==> config.mk <==
export PLATFORM = sky130hd
export DESIGN_NAME = router_port_rx
export DESIGN_NICKNAME = d
export VERILOG_FILES = /design/src/rtl/router_rx_pkg.sv /design/src/rtl/router_rx_fifo.sv /design/src/rtl/router_port_rx.sv
export SDC_FILE = /design/constraint.sdc
export NUM_CORES = 1
export LEC_CHECK = 0
export ABC_AREA = 1
export ABC_CLOCK_PERIOD_IN_PS = 7100
export CAP_MARGIN = 10
export CORE_ASPECT_RATIO = 0.5
export CORE_MARGIN = 4
export CORE_UTILIZATION = 60
export CTS_CLUSTER_DIAMETER = 40
export DETAILED_ROUTE_END_ITERATION = 10
export GPL_TIMING_DRIVEN = 0
export PLACE_DENSITY_LB_ADDON = 0.05
export SYNTH_ARGS = -nofsm -noshare
export SYNTH_HDL_FRONTEND = slang
export SYNTH_SLANG_ARGS = --single-unit
==> constraint.sdc <==
create_clock -name clk -period 7.1 [get_ports clk]
set_input_delay 0.71 -clock clk [delete_from_list [all_inputs] [get_ports clk]]
set_output_delay 0.71 -clock clk [all_outputs]
set_load 0.05 [all_outputs]
==> src/rtl/router_rx_pkg.sv <==
`default_nettype none
// +--------------------------------------------------------------------+
// | router_rx_pkg : shared types for the router output-lane receiver   |
// | Rev 1.0                                                            |
// +--------------------------------------------------------------------+
package router_rx_pkg;

  localparam int BYTE_W = 8;

  typedef struct packed {
    logic              err;
    logic              last;
    logic [BYTE_W-1:0] data;
  } rx_entry_t;

  typedef enum logic [1:0] {
    IDLE = 2'd0,
    DATA = 2'd1,
    DROP = 2'd2
  } rx_state_e;

  localparam rx_entry_t TERM_ENTRY = '{err: 1'b1, last: 1'b1, data: 8'h00};

endpackage
`default_nettype wire

==> src/rtl/router_rx_fifo.sv <==
`default_nettype none
// +--------------------------------------------------------------------+
// | router_rx_fifo : synchronous show-ahead FIFO of rx_entry_t         |
// | Rev 1.0                                                            |
// +--------------------------------------------------------------------+
module router_rx_fifo
  import router_rx_pkg::*;
#(
  parameter int DEPTH = 16
) (
  input  logic                   clk,
  input  logic                   reset,
  input  logic                   push,
  input  rx_entry_t              push_entry,
  input  logic                   pop,
  output rx_entry_t              head,
  output logic                   full,
  output logic                   empty,
  output logic [$clog2(DEPTH):0] level
);

  localparam int AW = $clog2(DEPTH);

  rx_entry_t     mem_q [DEPTH];
  logic [AW-1:0] wr_ptr_q, wr_ptr_d;
  logic [AW-1:0] rd_ptr_q, rd_ptr_d;
  logic [AW:0]   level_q, level_d;
  logic          do_push, do_pop;

  always_comb begin
    full     = (level_q == (AW+1)'(DEPTH));
    empty    = (level_q == '0);
    do_push  = push && !full;
    do_pop   = pop && !empty;
    wr_ptr_d = do_push ? wr_ptr_q + AW'(1) : wr_ptr_q;
    rd_ptr_d = do_pop  ? rd_ptr_q + AW'(1) : rd_ptr_q;
    level_d  = level_q;
    case ({do_push, do_pop})
      2'b10:   level_d = level_q + (AW+1)'(1);
      2'b01:   level_d = level_q - (AW+1)'(1);
      default: level_d = level_q;
    endcase
    head  = mem_q[rd_ptr_q];
    level = level_q;
  end

  always_ff @(posedge clk) begin
    if (reset) begin
      wr_ptr_q <= '0;
      rd_ptr_q <= '0;
      level_q  <= '0;
    end else begin
      wr_ptr_q <= wr_ptr_d;
      rd_ptr_q <= rd_ptr_d;
      level_q  <= level_d;
    end
  end

  // Storage needs no reset; the head is masked by empty at the top level.
  always_ff @(posedge clk) begin
    if (do_push) mem_q[wr_ptr_q] <= push_entry;
  end

endmodule
`default_nettype wire

==> src/rtl/router_port_rx.sv <==
`default_nettype none
// +--------------------------------------------------------------------+
// | router_port_rx : serial lane deserializer with byte-stream FIFO    |
// | Optional ROUTER_RX_STATS_EN adds pkt_cnt/err_cnt.  Rev 1.0         |
// +--------------------------------------------------------------------+
module router_port_rx
  import router_rx_pkg::*;
#(
  parameter int FIFO_DEPTH = 16,
  parameter int MAX_BYTES  = 64
) (
  input  logic                        clk,
  input  logic                        reset,
  input  logic                        dout,
  input  logic                        valido_n,
  input  logic                        frameo_n,
  output logic [BYTE_W-1:0]           m_data,
  output logic                        m_last,
  output logic                        m_err,
  output logic                        m_valid,
  input  logic                        m_ready,
  output logic [$clog2(FIFO_DEPTH):0] level,
  output logic                        ovf_pulse,
  output logic                        frm_err_pulse
`ifdef ROUTER_RX_STATS_EN
  ,
  output logic [15:0]                 pkt_cnt,
  output logic [15:0]                 err_cnt
`endif
);

  localparam int BCW = $clog2(MAX_BYTES + 1);

  rx_state_e      state_q, state_d;
  logic [2:0]     bitcnt_q, bitcnt_d;
  logic [6:0]     shreg_q, shreg_d;
  logic [BCW-1:0] bytecnt_q, bytecnt_d;
  logic           pending_term_q, pending_term_d;
  logic           ovf_q, ovf_d;
  logic           frm_err_q, frm_err_d;

  logic           bit_in;
  logic           term_req;
  logic           term_push;
  logic           byte_push;
  rx_entry_t      byte_entry;
  rx_entry_t      push_entry;
  rx_entry_t      head;
  logic           fifo_full, fifo_empty;

  always_comb begin
    state_d    = state_q;
    bitcnt_d   = bitcnt_q;
    shreg_d    = shreg_q;
    bytecnt_d  = bytecnt_q;
    ovf_d      = 1'b0;
    frm_err_d  = 1'b0;
    term_req   = pending_term_q;
    byte_push  = 1'b0;
    byte_entry = '0;
    bit_in     = !valido_n;

    case (state_q)
      IDLE: begin
        if (bit_in && !frameo_n) begin
          shreg_d    = '0;
          shreg_d[0] = dout;
          bitcnt_d   = 3'd1;
          bytecnt_d  = '0;
          // An undelivered terminator blocks the whole next frame.
          state_d    = pending_term_q ? DROP : DATA;
        end else if (bit_in && frameo_n) begin
          frm_err_d = 1'b1;
          term_req  = 1'b1;
        end
      end

      DATA: begin
        if (!bit_in) begin
          if (frameo_n) begin
            frm_err_d = 1'b1;
            term_req  = 1'b1;
            state_d   = IDLE;
            bitcnt_d  = '0;
            bytecnt_d = '0;
          end
        end else if (bytecnt_q == BCW'(MAX_BYTES)) begin
          ovf_d     = 1'b1;
          bitcnt_d  = '0;
          bytecnt_d = '0;
          if (frameo_n) begin
            term_req = 1'b1;
            state_d  = IDLE;
          end else begin
            state_d  = DROP;
          end
        end else if (bitcnt_q == 3'd7) begin
          byte_entry = '{err: 1'b0, last: frameo_n, data: {dout, shreg_q}};
          bitcnt_d   = '0;
          if (fifo_full) begin
            ovf_d     = 1'b1;
            bytecnt_d = '0;
            if (frameo_n) begin
              term_req = 1'b1;
              state_d  = IDLE;
            end else begin
              state_d  = DROP;
            end
          end else begin
            byte_push = 1'b1;
            if (frameo_n) begin
              bytecnt_d = '0;
              state_d   = IDLE;
            end else begin
              bytecnt_d = bytecnt_q + BCW'(1);
            end
          end
        end else begin
          shreg_d[bitcnt_q] = dout;
          bitcnt_d          = bitcnt_q + 3'd1;
          if (frameo_n) begin
            frm_err_d = 1'b1;
            term_req  = 1'b1;
            state_d   = IDLE;
            bitcnt_d  = '0;
            bytecnt_d = '0;
          end
        end
      end

      DROP: begin
        if (frameo_n) begin
          term_req  = 1'b1;
          state_d   = IDLE;
          bitcnt_d  = '0;
          bytecnt_d = '0;
        end
      end

      default: state_d = IDLE;
    endcase

    term_push      = term_req && !fifo_full && !byte_push;
    pending_term_d = term_req && !term_push;
    push_entry     = term_push ? TERM_ENTRY : byte_entry;
  end

  always_ff @(posedge clk) begin
    if (reset) begin
      state_q        <= IDLE;
      bitcnt_q       <= '0;
      shreg_q        <= '0;
      bytecnt_q      <= '0;
      pending_term_q <= 1'b0;
      ovf_q          <= 1'b0;
      frm_err_q      <= 1'b0;
    end else begin
      state_q        <= state_d;
      bitcnt_q       <= bitcnt_d;
      shreg_q        <= shreg_d;
      bytecnt_q      <= bytecnt_d;
      pending_term_q <= pending_term_d;
      ovf_q          <= ovf_d;
      frm_err_q      <= frm_err_d;
    end
  end

  router_rx_fifo #(
    .DEPTH (FIFO_DEPTH)
  ) u_fifo (
    .clk        (clk),
    .reset      (reset),
    .push       (byte_push || term_push),
    .push_entry (push_entry),
    .pop        (m_ready),
    .head       (head),
    .full       (fifo_full),
    .empty      (fifo_empty),
    .level      (level)
  );

  always_comb begin
    m_valid       = !fifo_empty;
    m_data        = fifo_empty ? '0   : head.data;
    m_last        = fifo_empty ? 1'b0 : head.last;
    m_err         = fifo_empty ? 1'b0 : head.err;
    ovf_pulse     = ovf_q;
    frm_err_pulse = frm_err_q;
  end

`ifdef ROUTER_RX_STATS_EN
  logic [15:0] pkt_cnt_q, pkt_cnt_d;
  logic [15:0] err_cnt_q, err_cnt_d;

  always_comb begin
    pkt_cnt_d = pkt_cnt_q;
    err_cnt_d = err_cnt_q;
    if (byte_push && byte_entry.last && (pkt_cnt_q != 16'hFFFF))
      pkt_cnt_d = pkt_cnt_q + 16'd1;
    if (term_push && (err_cnt_q != 16'hFFFF))
      err_cnt_d = err_cnt_q + 16'd1;
    pkt_cnt = pkt_cnt_q;
    err_cnt = err_cnt_q;
  end

  always_ff @(posedge clk) begin
    if (reset) begin
      pkt_cnt_q <= '0;
      err_cnt_q <= '0;
    end else begin
      pkt_cnt_q <= pkt_cnt_d;
      err_cnt_q <= err_cnt_d;
    end
  end
`endif

endmodule
`default_nettype wire
# Yosys cells after proc, flatten, opt, wreduce, memory -nomap -nowiden
# Memories as Yosys holds them, arrays and structs flattened. A register that Yosys moved wholly into a read port is not among the register bits.
# Index checks and enable logic that the tools add are counted.
[classes]
n_lt_le_gt_ge = 2
muxes = 68
n_bitwise = 1
n_reduce_logical = 23
addsub = 6
eq_ne = 11
[ops]
columns = ["cell", "count"]
rows = [
  ["$mux W7", 11],
  ["$mux W9", 4],
  ["$mux W1", 26],
  ["$pmux W7 S3", 1],
  ["$mux W3", 6],
  ["$mux W2", 8],
  ["$pmux W7 S2", 1],
  ["$mux W10", 1],
  ["$pmux W5 S2", 1],
  ["$pmux W3 S3", 1],
  ["$add A4 B1 Y4 const B", 2],
  ["$logic_and A1 B1 Y1", 8],
  ["$mux W4", 2],
  ["$mux W8", 1],
  ["$ne A2 B2 Y1 const B", 4],
  ["$add A7 B1 Y7 const B", 1],
  ["$bwmux W7", 1],
  ["$eq A7 B7 Y1 const B", 1],
  ["$logic_not A1 Y1", 6],
  ["$pmux W2 S3", 1],
  ["$add A5 B1 Y5 const B", 1],
  ["$eq A5 B5 Y1 const B", 1],
  ["$logic_not A5 Y1", 1],
  ["$reduce_and A5 Y1", 1],
  ["other kinds (17)", 20],
]
[totals]
mem_bits_rw = 160
out_inout_bits = 18
n_memories = 1
input_bits = 6
regBits = 35
elab_cells = 122
[mem_list]
columns = ["name", "depth", "word_bits", "rd", "rd_ports_with_merged_regs", "wr", "line_no", "text"]
rows = [
  ["u_fifo.mem_q", 16, 10, 1, 1, 1, "router_rx_fifo.sv:24", "rx_entry_t mem_q [DEPTH];"],
]

# Logic depth before layout (Yosys ltp)
# Gate-level depths: netlist (run 1).
[logic_depth]
word_depth = 12
ltp_mapped = 21
depth_no_buf = 20

# By module
# Synthesis (run 1) repeated with hierarchy kept, for this count alone.
[unflattened]
cells_unflattened = 839
area_unflattened_um2 = 8959.8
[modules_own_cells]
columns = ["module", "seq_area_each_um2", "area_each_um2", "cells_per_inst", "n_inst"]
rows = [
  ["router_rx_fifo", 5144.9, 7304.5, 560, 1],
  ["router_port_rx", 440.4, 1655.3, 279, 1],
]

# Worst setup path before layout (run 1)
# No wires, ideal clock.
[synth_timing]
kind = "input to register"
start = "input frameo_n"
end = "register u_fifo.level_q[4] (netlist: u_fifo.level[4])"
t_arrival_ns = 2.964
n_path_buf = 2
cell_stages = 18
path_slack_ns = 4.014
setup_ns = 0.122
required_ns = 6.978
path_cell_list = "buf_2 inv_1 a21oi_1 nand2_2 nand2_4 nand3_4 nand2_4 buf_12 inv_1 ha_1 fa_1 a21o_1 a21oi_1 inv_1 a21oi_1 o21ai_0 o21ai_0 a21oi_1"
[synth_via]
elab_chain_cells = 12
[synth_rtl]
columns = ["item", "line_no", "text"]
rows = [
  ["start, declared", "router_port_rx.sv:16", "input logic frameo_n,"],
  ["$mux W1", "-", ""],
  ["$mux W1", "router_port_rx.sv:100", "if (fifo_full) begin"],
  ["$mux W1", "router_port_rx.sv:97", "end else if (bitcnt_q == 3'd7) begin"],
  ["$mux W1", "router_port_rx.sv:87", "end else if (bytecnt_q == BCW'(MAX_BYTES)) begin"],
  ["$mux W1", "router_port_rx.sv:79", "if (!bit_in) begin"],
  ["$pmux W1 S3 (*)", "router_port_rx.sv:63", "case (state_q)"],
  ["$logic_and A1 B1 Y1 (*) (2 in a row)", "router_port_rx.sv:143", "term_push = term_req && !fifo_full && !byte_push;"],
  ["$logic_or A1 B1 Y1 (*)", "router_port_rx.sv:173", ".push (byte_push || term_push),"],
  ["$logic_and A1 B1 Y1 (*)", "router_rx_fifo.sv:33", "do_push = push && !full;"],
  ["$eq A2 B1 Y1 or $eq A2 B2 Y1 (tied branches)", "router_rx_fifo.sv:38", "case ({do_push, do_pop})"],
  ["$pmux W5 S2 or $reduce_bool A2 Y1 (tied branches)", "-", ""],
  ["end signal, assigned", "router_rx_fifo.sv:55", "level_q <= level_d;"],
  ["end, declared", "router_rx_fifo.sv:27", "logic [AW:0] level_q, level_d;"],
]
# Mark *: on every way between the ends. The rest lies on a longest branch, timed or not.
# A chain may end at the register's enable or synchronous reset.

==> results of run 1 <==
sequential cells by signal (all words and copies together) (netlist names), named ones only:
| register | cells |
|---|---|
| u_fifo.mem_q | 160 |
| bytecnt_q | 7 |
| shreg_q | 7 |
| u_fifo.level | 5 |
| u_fifo.rd_ptr_q | 4 |
| u_fifo.wr_ptr_q | 4 |
| bitcnt_q | 3 |
| state_q | 2 |
| frm_err_pulse | 1 |
| ovf_pulse | 1 |
| pending_term_q | 1 |
worst reg2reg max path, stage by stage, from the launching register on:
cell and delay [ns]:
dfxtp_1 0.38, ha_1 0.22, ha_1 0.22, nand2_1 0.09
inv_2 0.05, nand3_2 0.07, nand2_2 0.06, nand2_4 0.07
nand3_4 0.08, nand2_4 0.08, buf_12 0.14, inv_1 0.05
ha_1 0.26, fa_1 0.43, a21o_1 0.18, a21oi_1 0.12
inv_1 0.06, a21oi_1 0.12, o21ai_0 0.12, o21ai_0 0.16
a21oi_1 0.05
through the flow:
step | hold slack [ns] | utilization | cells
2_1_floorplan | 0.429 | - | 795
3_3_place_gp | 0.440 | 0.658 | 1008
3_5_place_dp | 0.445 | 0.659 | 1011
4_1_cts | 0.457 | 0.702 | 1043
5_1_grt | 0.482 | 0.705 | 1046
6_report | 0.454 | 0.705 | 1046
kinds of logic (layout without fill, tap and decap cells):
| logic type | after synthesis | after routing | share of synthesized area |
|---|---|---|---|
| compound gates | 203 | 203 | 0.136 |
| xor+xnor | 6 | 6 | 0.00610 |
| fa+ha+maj | 19 | 19 | 0.0285 |
| buf+inv | 91 | 150 | 0.0423 |
| flops | 199 | 199 | 0.649 |
| simple gates | 277 | 277 | 0.138 |
worst max-delay path by stage:
stage | slack, ns | to | depth (start not counted)
finish | 3.09 | m_err | 8
global placement | 3.15 | u_fifo.mem_q[7][8]$_DFFE_PP_ | 9
global route | 2.89 | m_err | 8
detailed placement | 3.44 | u_fifo.level[4]$_SDFFE_PP0P_ | 19
floorplan | 4.01 | u_fifo.level[4]$_SDFFE_PP0P_ | 18
CTS | 3.19 | m_err | 8
cell usage in the layout, fill, tap and decap left out, types with 2 or more instances in the layout:
master and instances:
o21ai_0 112, o221ai_1 30, inv_6 4, nor3_1 7, nand4_1 2, nand2_2 4
buf_4 4, o22ai_1 10, clkbuf_1 31, a31oi_1 2, nand2_1 66, clkdlybuf4s50_1 21
buf_6 2, xor2_1 5, a21oi_2 2, ha_1 18, inv_1 49, inv_8 5
dfxtp_1 39, edfxtp_1 160, nand3_2 2, clkinv_1 4, nand3_1 29, nor2_4 2
nor2_1 156, buf_2 5, a21oi_1 39, clkinv_8 3, clkbuf_16 17, nand2_4 6
nor2_2 2, inv_2 2, a21o_1 2
power by group through the flow:
stage                     Combinational [mW]  Sequential [mW]  Clock, mW
after floorplan                        0.847             1.49          0
after global routing                    1.42             1.45       1.03
after CTS                               1.30             1.44      0.974
final                                   1.31             1.44      0.966
after detailed placement                1.29             1.46          0
after global placement                  1.26             1.46          0
per-layer routing:
metal | global-route usage | up-vias | share of wire
met5 | 0 | - | 0
met4 | 0.0900 | 0 | 0.024
met3 | 0.0763 | 46 | 0.12
met2 | 0.391 | 348 | 0.44
met1 | 0.364 | 2891 | 0.42
li1 | - | 2914 | -
layout make-up:
| class | instances | area [um2] |
|---|---|---|
| sequential | 199 | 5590 |
| fill | 1023 | 4070 |
| inverter | 54 | 203 |
| tap | 192 | 240 |
| timing repair buffer | 27 | 263 |
| clock buffer | 17 | 425 |
| buffer | 37 | 161 |
| multi-input combinational | 505 | 2660 |
| clock inverter | 15 | 169 |
==> summary.md, run 1 <==
| Metric | Value |
|---|---|
| Status | completed |
| Cells on Worst Hold Path | 2 |
| Mapped Cells | 795 |
| Area contributors post-synth | edfxtp_1 (56%), dfxtp_1 (9.1%), nor2_1 (6.8%) |
| Crit. End Element | output port |
| Initial DRT Pass Iterations | 6 |
| VDD IR max | between 0.0002 and 0.0003 V |
| Final instance area | ~9700 um2 |
| CP max-delay cell | clkdlybuf4s50_1 |
| Total gr overflow | 0 |
| GRT Overall Usage | 0.260 |
| Power share of the combinational group | 0.352 |
| CTS Buf Count | 17 |
| Final worst-path cycle share | 0.564 |
| CP Buf/Inv Count | 4 |
| Setup violations, final | 0 |
| Reg-to-reg setup timing slack | 3.96 ns |
| Antenna Nets Post-Route | 0 |
| DRC Markers | 0 |
| N_diodes | 0 |
| DP Area | just over 9000 um2 |
| CTS Hold Bufs | 0 |
| CP delay by family, top | buffers and inverters |
| Number of global-route vias before repair | around 5800 |
| Die area | around 16000 um2 |
| Largest net degree at the start of global routing | 22 |
| Vias | around 6200 |
| WL per Instance | ~20 um |
| FF-to-FF path depth | 20 |
| Most used cell, CP | o21ai_0 |
| Psw | 1.46 mW |
| Minimum clock period | roughly 4.0 ns |
| Flops & latches, synth | roughly 200 |
| Clock Tree Buf Depth | 2 |
| Req. time, crit path | between 6 and 7 ns |
| IO Pins | 24 |
| Hold path startpoint | shreg_q[2]$_SDFFE_PP0P_ |
| Worst path max stage delay | between 0.7 and 0.8 ns |
| Die Y-Extent | about 93 um |
| RSZ-0062 raised after global routing | false |
| Worst-Margin Slew | 1.28 ns |
| Synth area leader | edfxtp_1 |
| CP Class | reg -> out |
| Final Skew | 0.0111 ns |
| Switching share of total power | 0.395 |
| Asr flop ratio synth | 0 |
| Hold crit path type | reg -> reg |
| Number of synthesis warnings | 0 |
| Synth top cells by count | edfxtp_1 (160), nor2_1 (156), o21ai_0 (112), nand2_1 (66), inv_1 (49) |
| DR vias/cell | about 5.9 |
| Worst EP arrival | about 3.3 ns |
| R2r endpoint | u_fifo.level[4]$_SDFFE_PP0P_ |
| Post-DP HPWL | 13.7 mm |
| Share of layout cells above drive strength 1 | 0.0749 |
| Final WL | just over 20 mm |
| Number of flops mapped to enable cells by yosys | 160 |
| Hold Path End | shreg_q[2]$_SDFFE_PP0P_ |
| # nets final | ~870 |
| Worst Setup Slack, final | ~3.1 ns |
| H-tree Lvls | 4 |
| Setup TNS | 0 ns |
| CTS Root Buffer Type | clkbuf_16 |
| FP Rows | 30 |
| Most frequent cell after synthesis | edfxtp_1 |
| Internal power consumption | 2.25 mW |
| Place WS | ~3.4 ns |
| PostCTS Resize Cnt | 0 |
| CP Launch Type | flip-flop |
| CP max FO | 10 |
| CTS clock-pin slew for the worst setup and hold paths | ~0.07 ns |
| CTS tree | done |
| MaxCap Viol Count | 0 |
| Syn-to-layout area delta | 12.7% |
| Reg-to-Reg Start | bitcnt_q[0]$_SDFFE_PP0P_ |
| Post-synth top area share | 0.558 |
| Sequential cell area fraction in the yosys report | 0.649 |
| Most common flop cell mapped by yosys | edfxtp_1 |
| First-pass GRT wire length | between 30 and 40 mm |
| Setup repair bufs after CTS | 0 |
| Initial Utilization | 0.625 |
| Die X | about 180 um |
| Synthesized area | roughly 8600 um2 |
| Gp weighted congestion | approximately 0.94 |
| Clock power share | 0.260 |
| Critical-path cell list | buf_2, clkinv_1, clkbuf_1, o21ai_0, o22ai_1, o21ai_0, a21oi_1, clkdlybuf4s50_1 |
| PwrDens | between 300 and 400 nW/um2 |
| Synth Area per Inst | between 10 and 15 um2 |
| Total Power Consumption | 3.71 mW |
| Reg power frac | 0.387 |
| Port Buf Inserts | 21 |
| Relative slew slack | 0.147 |
| Final Max Slew Viols | 0 |
| Clk sink count | around 200 |
| Initial antenna violation count | 0 |
| Syn Nets | a little over 800 |
| Leak pwr | around 3.4 nW |
| Synth cell types | 36 |
| Peak Freq | ~250 MHz |
| Area of the core | 13800 um2 |
| Starting DRT DRC Count | 796 |
| Clock Latency Late Sink | between 0.4 and 0.5 ns |
| Final Hold Viols | 0 |
No activity file was read; power rests on OpenSTA's default activity.
==> run 2: changes to the inputs <==
--- a/config.mk
+++ b/config.mk
@@ -6,7 +6,7 @@
 export NUM_CORES = 1
 export LEC_CHECK = 0
 export ABC_AREA = 1
-export ABC_CLOCK_PERIOD_IN_PS = 7100
+export ABC_CLOCK_PERIOD_IN_PS = 4100
 export CAP_MARGIN = 10
 export CORE_ASPECT_RATIO = 0.5
 export CORE_MARGIN = 4
==> constraint.sdc (replaced) <==
create_clock -name clk -period 4.1 [get_ports clk]
set_input_delay 0.41 -clock clk [delete_from_list [all_inputs] [get_ports clk]]
set_output_delay 0.41 -clock clk [all_outputs]
set_load 0.05 [all_outputs]
==> results of run 2 <==
Same layout as run 1 (identical final DEF). Status: completed.
Among the figures that moved: setup slack after placement 3.44 ns -> 0.736 ns; setup slack after layout 3.09 ns -> 0.394 ns; hold slack 0.454 ns -> 0.358 ns; register-to-register setup slack 3.96 ns -> 0.96 ns; end point of the worst hold path shreg_q[2]$_SDFFE_PP0P_ -> frm_err_pulse$_SDFF_PP0_; total power 3.71 mW -> 6.43 mW; worst IR drop on VDD 0.000267 V -> 0.000462 V
